**src/rtl/arith_ctrl.sv**
```systemverilog
// arith_ctrl: multi-cycle arithmetic controller.
// Add/sub finish in two cycles. Multiply uses an iterative shift-add and
// divide uses an iterative restoring division; each takes WIDTH cycles.
// Optional feature macro: ARITH_CTRL_DIV_EN builds the divide datapath.
// When that macro is undefined, op=11 completes at once with err=1 and result=0.
module arith_ctrl #(
    parameter int WIDTH = 8
) (
    input  logic               clk,
    input  logic               rst,
    input  logic               start,
    input  logic [1:0]         op,
    input  logic [WIDTH-1:0]   A_in,
    input  logic [WIDTH-1:0]   B_in,
    output logic               busy,
    output logic               done,
    output logic [2*WIDTH-1:0] result,
    output logic               OVR,
    output logic               err
);

    localparam int CW = (WIDTH > 2) ? $clog2(WIDTH) : 1;

    localparam logic [1:0] OP_ADD = 2'b00;
    localparam logic [1:0] OP_SUB = 2'b01;
    localparam logic [1:0] OP_MUL = 2'b10;

    typedef enum logic [1:0] {
        IDLE   = 2'd0,
        ADDSUB = 2'd1,
        ITER   = 2'd2,
        DONE   = 2'd3
    } state_t;

    state_t             state_q, state_d;
    logic [1:0]         op_q, op_d;
    logic [WIDTH-1:0]   a_q, a_d;
    logic [WIDTH-1:0]   b_q, b_d;
    logic [WIDTH-1:0]   hi_q, hi_d;    // mul: product high half / div: partial remainder
    logic [WIDTH-1:0]   lo_q, lo_d;    // mul: multiplier, then product low half / div: dividend, then quotient
    logic [CW-1:0]      cnt_q, cnt_d;
    logic [2*WIDTH-1:0] result_q, result_d;
    logic               ovr_q, ovr_d;
    logic               err_q, err_d;

    // Add/sub datapath: subtraction is A + ~B + 1.
    logic               as_sub;
    logic [WIDTH-1:0]   as_b;
    logic [WIDTH:0]     as_sum;
    logic               as_cin_msb;
    logic               as_ovr;

    // One iteration of the multiply/divide datapath.
    logic [WIDTH-1:0]   mul_addend;
    logic [WIDTH:0]     mul_sum;
    logic [WIDTH-1:0]   it_hi;
    logic [WIDTH-1:0]   it_lo;

    // Add/sub result, and overflow from the carries into and out of the MSB.
    always_comb begin
        as_sub     = (op_q == OP_SUB);
        as_b       = as_sub ? ~b_q : b_q;
        as_sum     = {1'b0, a_q} + {1'b0, as_b} + {{WIDTH{1'b0}}, as_sub};
        // A sum bit is a ^ b ^ carry_in, so the carry into the MSB can be recovered from it.
        as_cin_msb = as_sum[WIDTH-1] ^ a_q[WIDTH-1] ^ as_b[WIDTH-1];
        as_ovr     = as_cin_msb ^ as_sum[WIDTH];
    end

`ifdef ARITH_CTRL_DIV_EN
    logic [WIDTH:0]     div_shift;
    logic [WIDTH:0]     div_trial;
    logic               div_fit;

    // Shift-add multiply step and restoring divide step; op_q selects which one is used.
    always_comb begin
        mul_addend = lo_q[0] ? a_q : '0;
        mul_sum    = {1'b0, hi_q} + {1'b0, mul_addend};
        // Trial subtraction of the low WIDTH bits. The partial remainder fits
        // when the shifted-out bit is set or the subtraction does not borrow.
        div_shift  = {hi_q, lo_q[WIDTH-1]};
        div_trial  = {1'b0, div_shift[WIDTH-1:0]} + {1'b0, ~b_q} + {{WIDTH{1'b0}}, 1'b1};
        div_fit    = div_shift[WIDTH] | div_trial[WIDTH];
        if (op_q == OP_MUL) begin
            it_hi = mul_sum[WIDTH:1];
            it_lo = {mul_sum[0], lo_q[WIDTH-1:1]};
        end else begin
            it_hi = div_fit ? div_trial[WIDTH-1:0] : div_shift[WIDTH-1:0];
            it_lo = {lo_q[WIDTH-2:0], div_fit};
        end
    end
`else
    // Shift-add multiply step: add the multiplicand when the multiplier LSB is 1, then shift right.
    always_comb begin
        mul_addend = lo_q[0] ? a_q : '0;
        mul_sum    = {1'b0, hi_q} + {1'b0, mul_addend};
        it_hi      = mul_sum[WIDTH:1];
        it_lo      = {mul_sum[0], lo_q[WIDTH-1:1]};
    end
`endif

    // Next-state logic: operand capture, sequencing, and result load on entry to DONE.
    always_comb begin
        // NOTE: every signal gets a hold value first, so no path can infer a latch.
        state_d  = state_q;
        op_d     = op_q;
        a_d      = a_q;
        b_d      = b_q;
        hi_d     = hi_q;
        lo_d     = lo_q;
        cnt_d    = cnt_q;
        result_d = result_q;
        ovr_d    = ovr_q;
        err_d    = err_q;

        case (state_q)
            IDLE: begin
                if (start) begin
                    op_d  = op;
                    a_d   = A_in;
                    b_d   = B_in;
                    hi_d  = '0;
                    cnt_d = CW'(WIDTH - 1);
                    case (op)
                        OP_ADD, OP_SUB: state_d = ADDSUB;
                        OP_MUL: begin
                            lo_d    = B_in;
                            state_d = ITER;
                        end
                        default: begin
`ifdef ARITH_CTRL_DIV_EN
                            if (B_in == '0) begin
                                result_d = {A_in, {WIDTH{1'b1}}};
                                ovr_d    = 1'b0;
                                err_d    = 1'b1;
                                state_d  = DONE;
                            end else begin
                                lo_d    = A_in;
                                state_d = ITER;
                            end
`else
                            result_d = '0;
                            ovr_d    = 1'b0;
                            err_d    = 1'b1;
                            state_d  = DONE;
`endif
                        end
                    endcase
                end
            end
            ADDSUB: begin
                result_d = {{(WIDTH-1){1'b0}}, as_sum};
                ovr_d    = as_ovr;
                err_d    = 1'b0;
                state_d  = DONE;
            end
            ITER: begin
                hi_d = it_hi;
                lo_d = it_lo;
                if (cnt_q == '0) begin
                    result_d = {it_hi, it_lo};
                    ovr_d    = 1'b0;
                    err_d    = 1'b0;
                    state_d  = DONE;
                end else begin
                    cnt_d = cnt_q - CW'(1);
                end
            end
            DONE: state_d = IDLE;
            default: state_d = IDLE;
        endcase
    end

    // State and datapath registers, with synchronous reset.
    always_ff @(posedge clk) begin
        // NOTE: sequential state uses non-blocking assignments, so every register samples pre-edge values.
        if (rst) begin
            state_q  <= IDLE;
            op_q     <= '0;
            a_q      <= '0;
            b_q      <= '0;
            hi_q     <= '0;
            lo_q     <= '0;
            cnt_q    <= '0;
            result_q <= '0;
            ovr_q    <= 1'b0;
            err_q    <= 1'b0;
        end else begin
            state_q  <= state_d;
            op_q     <= op_d;
            a_q      <= a_d;
            b_q      <= b_d;
            hi_q     <= hi_d;
            lo_q     <= lo_d;
            cnt_q    <= cnt_d;
            result_q <= result_d;
            ovr_q    <= ovr_d;
            err_q    <= err_d;
        end
    end

    assign busy   = (state_q == ADDSUB) || (state_q == ITER);
    assign done   = (state_q == DONE);
    assign result = result_q;
    assign OVR    = ovr_q;
    assign err    = err_q;

endmodule

```
**config.mk**
```make
export PLATFORM = sky130hd
export DESIGN_NAME = arith_ctrl
export DESIGN_NICKNAME = d
export VERILOG_FILES = /design/src/rtl/arith_ctrl.sv
export SDC_FILE = /design/constraint.sdc
export NUM_CORES = 1
export LEC_CHECK = 0
export BUFFER_PORTS_ARGS = -buffer_cell sky130_fd_sc_hd__buf_2
export CAP_MARGIN = 25
export CORE_ASPECT_RATIO = 0.8
export CORE_MARGIN = 2
export CORE_UTILIZATION = 62
export DETAILED_ROUTE_END_ITERATION = 6
export PLACE_DENSITY = 0.9
export SYNTH_ARGS = -nofsm -noshare
export SYNTH_HDL_FRONTEND = slang
export SYNTH_SLANG_ARGS = --single-unit
```
**constraint.sdc**
```tcl
create_clock -name clk -period 5.8 [get_ports clk]
set_input_delay 0.29 -clock clk [delete_from_list [all_inputs] [get_ports clk]]
set_output_delay 0.29 -clock clk [all_outputs]
set_load 0.005 [all_outputs]
```
==> impl_results.md <==
* Max Fclk at 373 MHz
* CTS tree: yes
* Clock slew at reported path FFs at 0.06 ns
* Mapped Cells at ~350
* Critical Path Slowest Stage Cell: xor3_1
* Initial antenna violation count at 0
* Largest net degree at the start of global routing at between 40 and 50
* Hold EP: a_q[0]$_SDFFE_PP0P_
* Final hold vios at 0
* Clk buf depth at 2
* Top_reg_cell synth: dfxtp_1
* Kind of critical path: reg2reg
* Post-synth EDFFs at 0
* Main combinational cell family by area after synthesis: compound AO/OA/AOI/OAI gates
* Relative slew slack at just over 40%
* Post-Synth XOR/XNOR Area at under 10%
* # clock sinks at 57
* Reg2reg end: OVR$_SDFFE_PP0P_
* Least-Margin Pin Slew at 0.882 ns
* IO Port Bufs at 40
* Die Y at ~67 µm
* Layout fillers at about 360
* Reg2Reg Depth at 9
* Clock skew at around 0.011 ns
* Share of layout cells above drive strength 1 at approximately 16%
* Die area at approximately 0.0055 mm²
* Leak pwr at 0.00154 µW
* Post-route setup TNS at 0 ns
* Worst-path maximum fanout at 7
* R2R Path Start: op_q[1]$_SDFFE_PP0P_
* Vias in the first global route at about 2400
* CP Data Required Time at a little over 6 ns
* Ys Warns at 0
* Clk Latency, worst-skew pair at ~0.35 ns
* Global-route wire length before repair at between 10000 and 15000 µm
* Max incr delay on CP at roughly 0.36 ns
* Pre-antenna DRT Iters at 5
* Min Tclk post-route at 2.68 ns
* WL/cell at between 15 and 20 µm
* Worst Hold Depth at 3
* Root buf cell: clkbuf_8
* Critical Path AT at ~3.0 ns
* TritonCTS Buffers at 9
* Total gr overflow at 0
* FF-to-FF setup slack at 3.12 ns
* Die Width at between 80 and 90 µm
* Synthesized flop and latch total at 57
* Synth Area in Adders at between 10% and 20%
* Register area at roughly 0.0011 mm²
* DRC at 0
* Outcome: finished, final reports clean
* Tot GR Track Use at roughly 28%
* Setup Buffers After CTS at 0
* Compound-Gate Fraction of Synth Area at 22.6%
* Power per cell area at 473 mW/mm²
* # resized after CTS at 0
* RSZ-0062 raised after global routing: false
* Worst Setup Start Kind: flip-flop
* Ports at between 40 and 50
* Fin util at roughly 76%
* Vias/cell at roughly 5.8
* Worst hold path class: in2reg
* H-tree levels at 3
* Fin crit share at a little under half
* Rows at 22
* Core ar. at 0.00465 mm²
* Setup violations, final at 0
* GPL Wtd Cong at a little over 0.9
* Crit-path cells: nand2b_1 > xnor2_1 > ha_1 > o21a_1 > o22ai_1 > o21ai_0 > o211ai_2 > xor3_1 > o21ai_1
* Worst hold margin at roughly 0.18 ns
* Min-delay src: A_in[0]
* Initial DRC count at about 230
* Peak VDD IR at roughly 0.38 mV
* Post-DRT Antenna Nets at 0
* Initial Util at 65.6%
* Max cap viols at 0
* Total Routed Length at between 7000 and 8000 µm
* Slew Limit Fails at 0
* Footprint of the multi-input gates at about 0.0018 mm²
* Area grow syn2layout at 15.7%
* Netlist cell types at 43
* ANT cells at 0
* Multiplexer area fraction after synthesis at 3.65%
* Final #Nets at ~430
* Asr flop ratio synth at 0%
* Sequential share of the synthesized area at around 37%
* Vias at roughly 2600
* CTS Hold Bufs at 0
* Syn_area_per_cell at 8.69 µm²
* CP Capture Type: flip-flop
* Mapped Area at a little over 0.003 mm²
* Post-detail-place hpwl at slightly above 5000 µm
* Syn_nets at 397
* Simple-gate share of the synthesized area at between 10% and 20%
==> report_power, final <==
| group | leakage, µW | switching [µW] | internal, µW | total, µW |
|---|---|---|---|---|
| Sequential | 0.000464 | 54.0 | 460 | 514 |
| Combinational | 0.000960 | 425 | 271 | 695 |
| Clock | 0.000120 | 162 | 296 | 458 |
| Total | 0.00154 | 640 | 1030 | 1670 |
==> per-layer routing <==
metal	global-route usage [%]	share of wire, %	wire (µm)
met5	0	0	0
met4	10.2	1.4	98
met3	7.86	7.1	503
met2	41.4	44	3070
met1	39.0	48	3360
==> how the worst max path moves through the flow <==
stage / from / to / slack (ns) / depth (start not counted)
6_report: op_q[1]$_SDFFE_PP0P_ / OVR$_SDFFE_PP0P_ / 3.12 / 9
5_1_grt: op_q[1]$_SDFFE_PP0P_ / OVR$_SDFFE_PP0P_ / 2.91 / 9
4_1_cts: state_q[0]$_SDFFE_PP0P_ / lo_q[3]$_SDFFE_PP0P_ / 2.93 / 6
3_5_place_dp: state_q[0]$_SDFFE_PP0P_ / lo_q[7]$_SDFFE_PP0P_ / 3.00 / 6
3_3_place_gp: state_q[0]$_SDFFE_PP0P_ / lo_q[1]$_SDFFE_PP0P_ / 3.07 / 6
2_1_floorplan: op_q[1]$_SDFFE_PP0P_ / OVR$_SDFFE_PP0P_ / 3.45 / 10
==> placed cells by master, fill, tap and decap left out, types with 2 or more instances in the layout <==
cell / count
a22oi_1: 12
a211oi_1: 10
xor2_1: 5
a21oi_1: 31
a21o_1: 2
mux2i_1: 10
nand2b_1: 4
inv_1: 11
a311oi_1: 2
dfxtp_1: 57
nand3_1: 3
clkbuf_8: 10
o22ai_1: 2
o21a_1: 4
xnor2_1: 15
buf_2: 40
fa_1: 2
ha_1: 23
o21bai_1: 4
and2_1: 12
nor3_1: 2
nor2_1: 30
o21ai_1: 3
a22o_1: 8
o211ai_1: 2
o21ai_0: 10
nand2_1: 50
a32o_1: 2
bufinv_16: 3
a32oi_1: 4
==> flip-flops by register name (all words and copies together), names as in the netlist <==
name / count
a_q: 8
lo_q: 8
hi_q: 8
cnt_q: 3
err: 1
OVR: 1
result: 16
op_q: 2
state_q: 2
b_q: 8
==> cell families after synthesis <==
logic type | Yosys count
compound gates | 102
xor+xnor | 21
fa+ha+maj | 25
buf+inv | 29
flops | 57
mux | 11
simple gates | 106
==> cell usage after synthesis (3+ instances only) <==
cell       n  area, µm²
a32oi_1    4       35.0
a211oi_1  10       75.1
xor2_1     5       43.8
mux2i_1   10        100
o21ai_1    3       15.0
nand2b_1   4       25.0
clkbuf_1  10       37.5
inv_1     11       41.3
and2_1    12       75.1
a22o_1     8       70.1
o21ai_0   10       50.1
a21oi_1   31        155
buf_1      3       11.3
o21a_1     4       30.0
nor2_1    30        113
a22oi_1   12       90.1
dfxtp_1   57       1140
nand3_1    3       15.0
ha_1      23        288
nand2_1   50        188
xnor2_1   15        131
buf_2      5       25.0
o21bai_1   4       30.0
==> critical path, delay by kind of cell, from the launching register on <==
| kind | cells | cell delay (ns) |
|---|---|---|
| AOI/OAI and AO/OA | 5 | 0.97 |
| xor gates and xnor gates | 2 | 0.70 |
| adders and majority gates | 1 | 0.29 |
| DFF | 1 | 0.33 |
| and+or+nand+nor | 1 | 0.32 |
==> through the flow <==
stage | cells | worst slack (ns) | total power [µW] | instance area, µm²
3_5_place_dp | 433 | 3.00 | 1180 | 3250
5_1_grt | 451 | 2.91 | 1780 | 3530
3_3_place_gp | 433 | 3.07 | 1160 | 3250
4_1_cts | 449 | 2.93 | 1640 | 3500
2_1_floorplan | 351 | 3.45 | 1030 | 3050
6_report | 451 | 3.12 | 1670 | 3530
==> layout make-up <==
cell class,instances,area share [%]
tap,60,2.13
timing repair buffer,42,6.60
sequential,57,32.3
inverter,11,1.17
clock inverter,5,2.91
multi-input combinational,265,50.9
clock buffer,11,4.01
Note: power is estimated with default switching activity, not from simulation.
